File: config.mk
export PLATFORM = sky130hd
export DESIGN_NAME = rr_onehot_arbiter
export DESIGN_NICKNAME = d
export VERILOG_FILES = /design/src/rtl/rr_onehot_arbiter.sv
export SDC_FILE = /design/constraint.sdc
export NUM_CORES = 1
export LEC_CHECK = 0
export CORE_MARGIN = 3
export CORE_UTILIZATION = 59
export DETAILED_ROUTE_END_ITERATION = 10
export PLACE_DENSITY = 0.85
export SYNTH_ARGS = -nofsm -noshare
export SYNTH_HDL_FRONTEND = slang
export SYNTH_SLANG_ARGS = --single-unit
File: constraint.sdc
create_clock -name clk -period 7.3 [get_ports clk]
set_clock_uncertainty 0.15 [all_clocks]
set_input_delay 1.46 -clock clk [delete_from_list [all_inputs] [get_ports clk]]
set_output_delay 1.46 -clock clk [all_outputs]
set_load 0.005 [all_outputs]
File: src/rtl/rr_onehot_arbiter.sv
// Round-robin arbiter over eight edge-triggered requesters with a one-hot,
// valid/ready grant output and a sticky pending-request register.
module rr_onehot_arbiter #(
    parameter int PRIO_START = 0
) (
    input  logic       clk,
    input  logic       rst_n,
    input  logic [7:0] req_i,
    output logic [7:0] gnt_o,
    output logic       gnt_valid_o,
    input  logic       gnt_ready_i,
    output logic [7:0] pending_o,
    output logic       ovf_o
);

    localparam logic [2:0] PTR_RST = 3'(PRIO_START);

    typedef enum logic {IDLE, GRANT} state_t;

    state_t     state_q, state_d;
    logic [7:0] req_q, req_d;
    logic [7:0] pending_q, pending_d;
    logic [7:0] gnt_q, gnt_d;
    logic [2:0] ptr_q, ptr_d;
    logic [2:0] gidx_q, gidx_d;
    logic       ovf_q, ovf_d;

    logic [7:0] req_edge;
    logic [7:0] clr;
    logic       hs;
    logic       pick_found;
    logic [2:0] pick_idx;
    logic [2:0] scan_idx;

    always_comb begin
        req_edge  = req_i & ~req_q;
        hs        = (state_q == GRANT) && gnt_ready_i;
        clr       = hs ? gnt_q : 8'h00;
        req_d     = req_i;
        // A new edge on the bit being granted re-arms it rather than overflowing.
        pending_d = (pending_q & ~clr) | req_edge;
        ovf_d     = |(req_edge & pending_q & ~clr);

        pick_found = 1'b0;
        pick_idx   = ptr_q;
        scan_idx   = ptr_q;
        for (int i = 0; i < 8; i++) begin
            scan_idx = ptr_q + 3'(i);
            if (!pick_found && pending_q[scan_idx]) begin
                pick_found = 1'b1;
                pick_idx   = scan_idx;
            end
        end

        state_d = state_q;
        gnt_d   = gnt_q;
        gidx_d  = gidx_q;
        ptr_d   = ptr_q;
        case (state_q)
            IDLE: begin
                if (pick_found) begin
                    state_d = GRANT;
                    gnt_d   = 8'h01 << pick_idx;
                    gidx_d  = pick_idx;
                end
            end
            GRANT: begin
                if (hs) begin
                    state_d = IDLE;
                    gnt_d   = 8'h00;
                    ptr_d   = gidx_q + 3'd1;
                end
            end
            default: state_d = IDLE;
        endcase
    end

    always_ff @(posedge clk or negedge rst_n) begin
        if (!rst_n) begin
            state_q   <= IDLE;
            req_q     <= 8'h00;
            pending_q <= 8'h00;
            gnt_q     <= 8'h00;
            ptr_q     <= PTR_RST;
            gidx_q    <= 3'd0;
            ovf_q     <= 1'b0;
        end else begin
            state_q   <= state_d;
            req_q     <= req_d;
            pending_q <= pending_d;
            gnt_q     <= gnt_d;
            ptr_q     <= ptr_d;
            gidx_q    <= gidx_d;
            ovf_q     <= ovf_d;
        end
    end

    assign gnt_o       = gnt_q;
    assign gnt_valid_o = (state_q == GRANT);
    assign pending_o   = pending_q;
    assign ovf_o       = ovf_q;

endmodule

==> Word-level counts from Yosys, hierarchy flattened <==
Cells that the tools add are included.
{ "classes": {"n_addsub": 8, "magnitude_cmp": 8, "n_eq_ne": 2, "shift": 1, "mux": 38, "n_bitwise": 8, "reduce_logical": 19} }
{ "op_table": {"columns": ["op", "n"], "rows": [
  ["8-bit AND", 4],
  ["3-bit by 4-bit < comparator with 1-bit output (second input constant)", 8],
  ["1-bit binary-select mux with 3-bit select", 8],
  ["8-bit two-way mux", 3],
  ["3-bit two-way mux", 7],
  ["1-bit two-way mux", 18],
  ["8-bit NOT", 2],
  ["8-bit one-hot mux with 2 select lines", 1],
  ["3-bit adder (second input constant)", 4],
  ["1-bit logical AND", 8],
  ["8-bit bitwise OR", 1],
  ["8-bit OR reduction", 1],
  ["1-bit by 3-bit << shifter with 8-bit output (first input constant)", 1],
  ["1-bit logical NOT", 7],
  ["3-bit by 1-bit adder with 3-bit output (second input constant)", 2],
  ["3-bit by 2-bit adder with 3-bit output (second input constant)", 2],
  ["2-bit AND reduction", 3],
  ["2-bit by 1-bit inequality test with 1-bit output (second input constant)", 1],
  ["2-bit inequality test (second input constant)", 1],
  ["1-bit one-hot mux with 2 select lines", 1],
  ["1-bit NOT", 1]
]} }
{ "totals": {"reg_bits": 32, "inputBits": 11, "elab_cells": 91} }

==> Depth between registers and ports, before layout <==
{ "logic_depth": {"word_depth": 27, "ltp_mapped": 13} }

==> Worst setup path before layout <==
OpenSTA, ideal clock, no wires.
{ "synth_path": {"kind": "register to register", "startpoint": "reg ptr_q[1]", "endpoint": "reg gnt_q[2], in the netlist gnt_o[2]", "setup_ps": 121, "arrival_time_ps": 3408, "required_time_ps": 7029, "slack_ps": 3621, "path_stages_with_launch": 14, "n_path_buf": 3, "synth_period_minus_slack_ps": 3679, "path_cell_list": "dfrtp_1 > clkbuf_1 > inv_1 > ha_1 > buf_6 > clkbuf_1 > mux4_2 > mux2i_1 > nand2_1 > or3_4 > a21oi_2 > a22o_2 > o211ai_2 > a22o_1"} }
{ "synth_via": {"elab_chain_len": 27} }
{ "synth_lines": {"columns": ["element", "line", "rtl"], "rows": [
  ["from (decl)", "24", "logic [2:0] ptr_q, ptr_d;"],
  ["from (signal assigned)", "92", "ptr_q <= ptr_d;"],
  ["branches (longest 27 deep; another with 3-bit by 1-bit adder with 3-bit output)", null, null],
  ["to (signal assigned)", "91", "gnt_q <= gnt_d;"],
  ["to (decl)", "23", "logic [7:0] gnt_q, gnt_d;"]
]} }
Several ways; the timed one is not identified. The select of a mux whose other input is x is not followed.
A chain may end at the register's enable or synchronous reset.

==> Final worst setup path <==
{ "layout_path": {"startpoint": "reg ptr_q[0]", "endpoint": "reg gnt_q[6], in the netlist gnt_o[6]"} }
Same word-level chain as after synthesis.

==> results.yml <==
run_status:
  status: "finished, final reports clean"
clock_tree:
  clockBufferDepth: 2
  clock-sinks: 32
  cts_buffers: 5
  cts_tree: "yes"
  cts_resized: 0
  clkSlewWorstSetupHoldPaths_ns: 0.07
  htreeDepth: 2
  cts-root-buf: "clkbuf_8"
  holdBufCountCts: 0
  cts_setup_buffers: 0
  clk_latency_ns: 0.28
setup_path:
  end_kind: "flop"
  r2r_start: "ptr_q[0]"
  reg2reg_to: "gnt_o[6]"
  r2r_slack_ns: 2.70
  arrival_ns: 4.62
  critPathLaunchType: "flop"
  ff2ff_path_depth: 10
  crit_end: "gnt_o[6]"
  startpoint: "ptr_q[0]"
  crit_type: "flop to flop"
  cp_data_required_time_ns: 7.33
  crit_fanout: 17
global_route:
  antenna_found_initial: 0
  gr-total-overflow: 0
  grt_max_degree: 33
  grt_pass1_vias: 1886
  grt_first_pass_wirelength_um: 9210
  grt_util_all_layers: 0.281
yosys:
  yosys.area.top_type: "dfrtp_1"
  async_flop_share: 1.00
  syn_area_um2: 2200
  synth.distinct_cells: 50
  yosysSeqAreaShare: 0.363
  synth_enable_flop_cells: 0
  synth_warnings: 0
  synth_most_common_cell: "nand2_1"
  synth_flop_cell: "dfrtp_1"
  synth_cells: 224
  ys_top_cells_by_area: "dfrtp_1, mux4_2, nand2_1, mux2_2, mux2i_1"
  ys_ff_latch: 32
  synthesis.nets: 238
  netlist_top_cells_count: "nand2_1, dfrtp_1, inv_1, nor2_1"
  netlist.area_leader.share: 0.363
  synth_area_per_cell_um2: 9.84
power:
  p_int_uw: 659
  p_sw_frac: 0.437
  switching_power_uw: 511
  power.density_nw_per_um2: 445
  p_clk_frac: 0.159
  p_comb_frac: 0.554
  power.leakage_nw: 1.04
  seqPwrFrac: 0.288
  irDropWorstVdd_mv: 0.277
sta:
  slew_viol_final: 0
  final-hold-violation-count: 0
  setup_viol: 0
  period_minus_slack_ns: 4.60
  rsz0062_at_grt: "no"
  finalWorstSetupSlack_ns: 2.70
  timing.setup.tns_ns: 0
  fmax_mhz: 217
  worst_pin_slew_ns: 0.730
  slew_headroom: 0.514
  period_share: 0.630
finish:
  layout-drive-gt1-share: 0.163
  n_antenna_cell: 0
  area_delta_synth_final_pct: 19.2
  nets: 265
  final_util: 0.758
drt:
  wl_per_cell_um: 18.5
  wl_um: 5510
  drc: 0
  postRouteAntennaNets: 0
  viasPerCell: 6.55
  drt_iter0_markers: 239
  drtPass1Iterations: 4
  wl_met2_um: 2720
  dr_total_vias: 1953
  met3_length_um: 433
  met1Wirelength_um: 2190
  routed.top_layer: "met4"
floorplanning:
  die_h_um: 67.1
  row_count: 21
  initial_core_util: 0.636
  ios: 29
  core_um2: 3470
  dieArea_um2: 4510
  die_w_um: 67.1
placed_design:
  place_ws_ns: 2.77
  io_buffers: 28
  gp_congestion: 0.906
  dp_hpwl_um: 3980
min_path:
  hp-class: "flop to flop"
run:
  max_cap_violations: 0
[area by class of cell]
class | count | area (um^2)
Inverter | 13 | 48.8
Sequential cell | 32 | 801
Multi-Input combinational cell | 170 | 1310
Fill cell | 248 | 840
Clock buffer | 7 | 96.3
Tap cell | 46 | 57.6
Clock inverter | 1 | 30.0
Timing Repair Buffer | 29 | 288
[kinds of logic (layout without fill, tap and decap cells)]
kind of cell             count (synthesis)  count (layout)  share of synthesized area
AND/OR/NAND/NOR                         76              76                      0.165
multiplexers                            29              29                      0.200
AO/OA/AOI/OAI                           58              58                      0.195
flip-flops                              32              32                      0.363
buffers and inverters                   22              50                     0.0437
XOR/XNOR                                 4               4                     0.0159
adder cells (fa/ha/maj)                  3               3                     0.0170
[worst min path at each step]
stage / start / to / slack [ns] / depth (start not counted)
2_1_floorplan: req_q[1] / pending_o[1] / 0.27 / 1
3_3_place_gp: req_q[5] / pending_o[5] / 0.27 / 1
3_5_place_dp: req_q[5] / pending_o[5] / 0.29 / 1
4_1_cts: req_q[5] / pending_o[5] / 0.29 / 1
5_1_grt: req_q[1] / pending_o[1] / 0.30 / 1
6_report: req_q[5] / pending_o[5] / 0.29 / 1
[stage by stage]
| stage | hold WS [ns] | total power [mW] | std cells | cell area [um^2] |
|---|---|---|---|---|
| 5_1_grt | 0.305 | 1.25 | 298 | 2630 |
| 6_report | 0.290 | 1.17 | 298 | 2630 |
| 3_3_place_gp | 0.274 | 0.955 | 290 | 2500 |
| 4_1_cts | 0.294 | 1.16 | 298 | 2630 |
| 2_1_floorplan | 0.268 | 0.785 | 224 | 2200 |
| 3_5_place_dp | 0.285 | 0.972 | 290 | 2500 |
[flip-flops by register name (all words and copies together) (netlist names)]
| register | cells |
|---|---|
| gnt_o | 8 |
| pending_o | 8 |
| req_q | 8 |
| gidx_q | 3 |
| ptr_q | 3 |
| gnt_valid_o | 1 |
| ovf_o | 1 |
[cell usage in the layout (no fill, tap or decap), drive strengths merged, types with 6 or more instances in the layout]
cell type	Yosys	final
a22o	6	6
inv	13	13
o21ai	16	16
nand2	36	36
a21oi	10	10
dfrtp	32	32
mux4	11	11
mux2	11	11
mux2i	7	7
clkbuf	5	7
clkdlybuf4s50	0	28
nor2	14	14
[worst max-delay path: stages (launching register included)]
cell and delay (ns):
dfrtp_1 0.82, inv_1 0.26, ha_1 0.72, mux2_2 0.41, mux4_2 0.53, o32ai_1 0.57, a211oi_1 0.17, a221oi_1 0.26
o22ai_1 0.21, nor2b_1 0.20, a22o_1 0.19
[layer usage]
| layer | track usage | vias up |
|---|---|---|
| met1 | 0.379 | 941 |
| met5 | 0 | - |
| met3 | 0.0632 | 17 |
| met4 | 0.134 | 0 |
| met2 | 0.433 | 108 |
| li1 | - | 887 |
[power by group through the flow]
stage	Combinational, mW	Clock (mW)	Sequential (mW)
2_1_floorplan	0.507	0	0.279
5_1_grt	0.705	0.199	0.348
3_3_place_gp	0.623	0	0.332
6_report	0.648	0.186	0.337
4_1_cts	0.641	0.188	0.335
3_5_place_dp	0.634	0	0.337
Power figures use the tool's default switching activity.
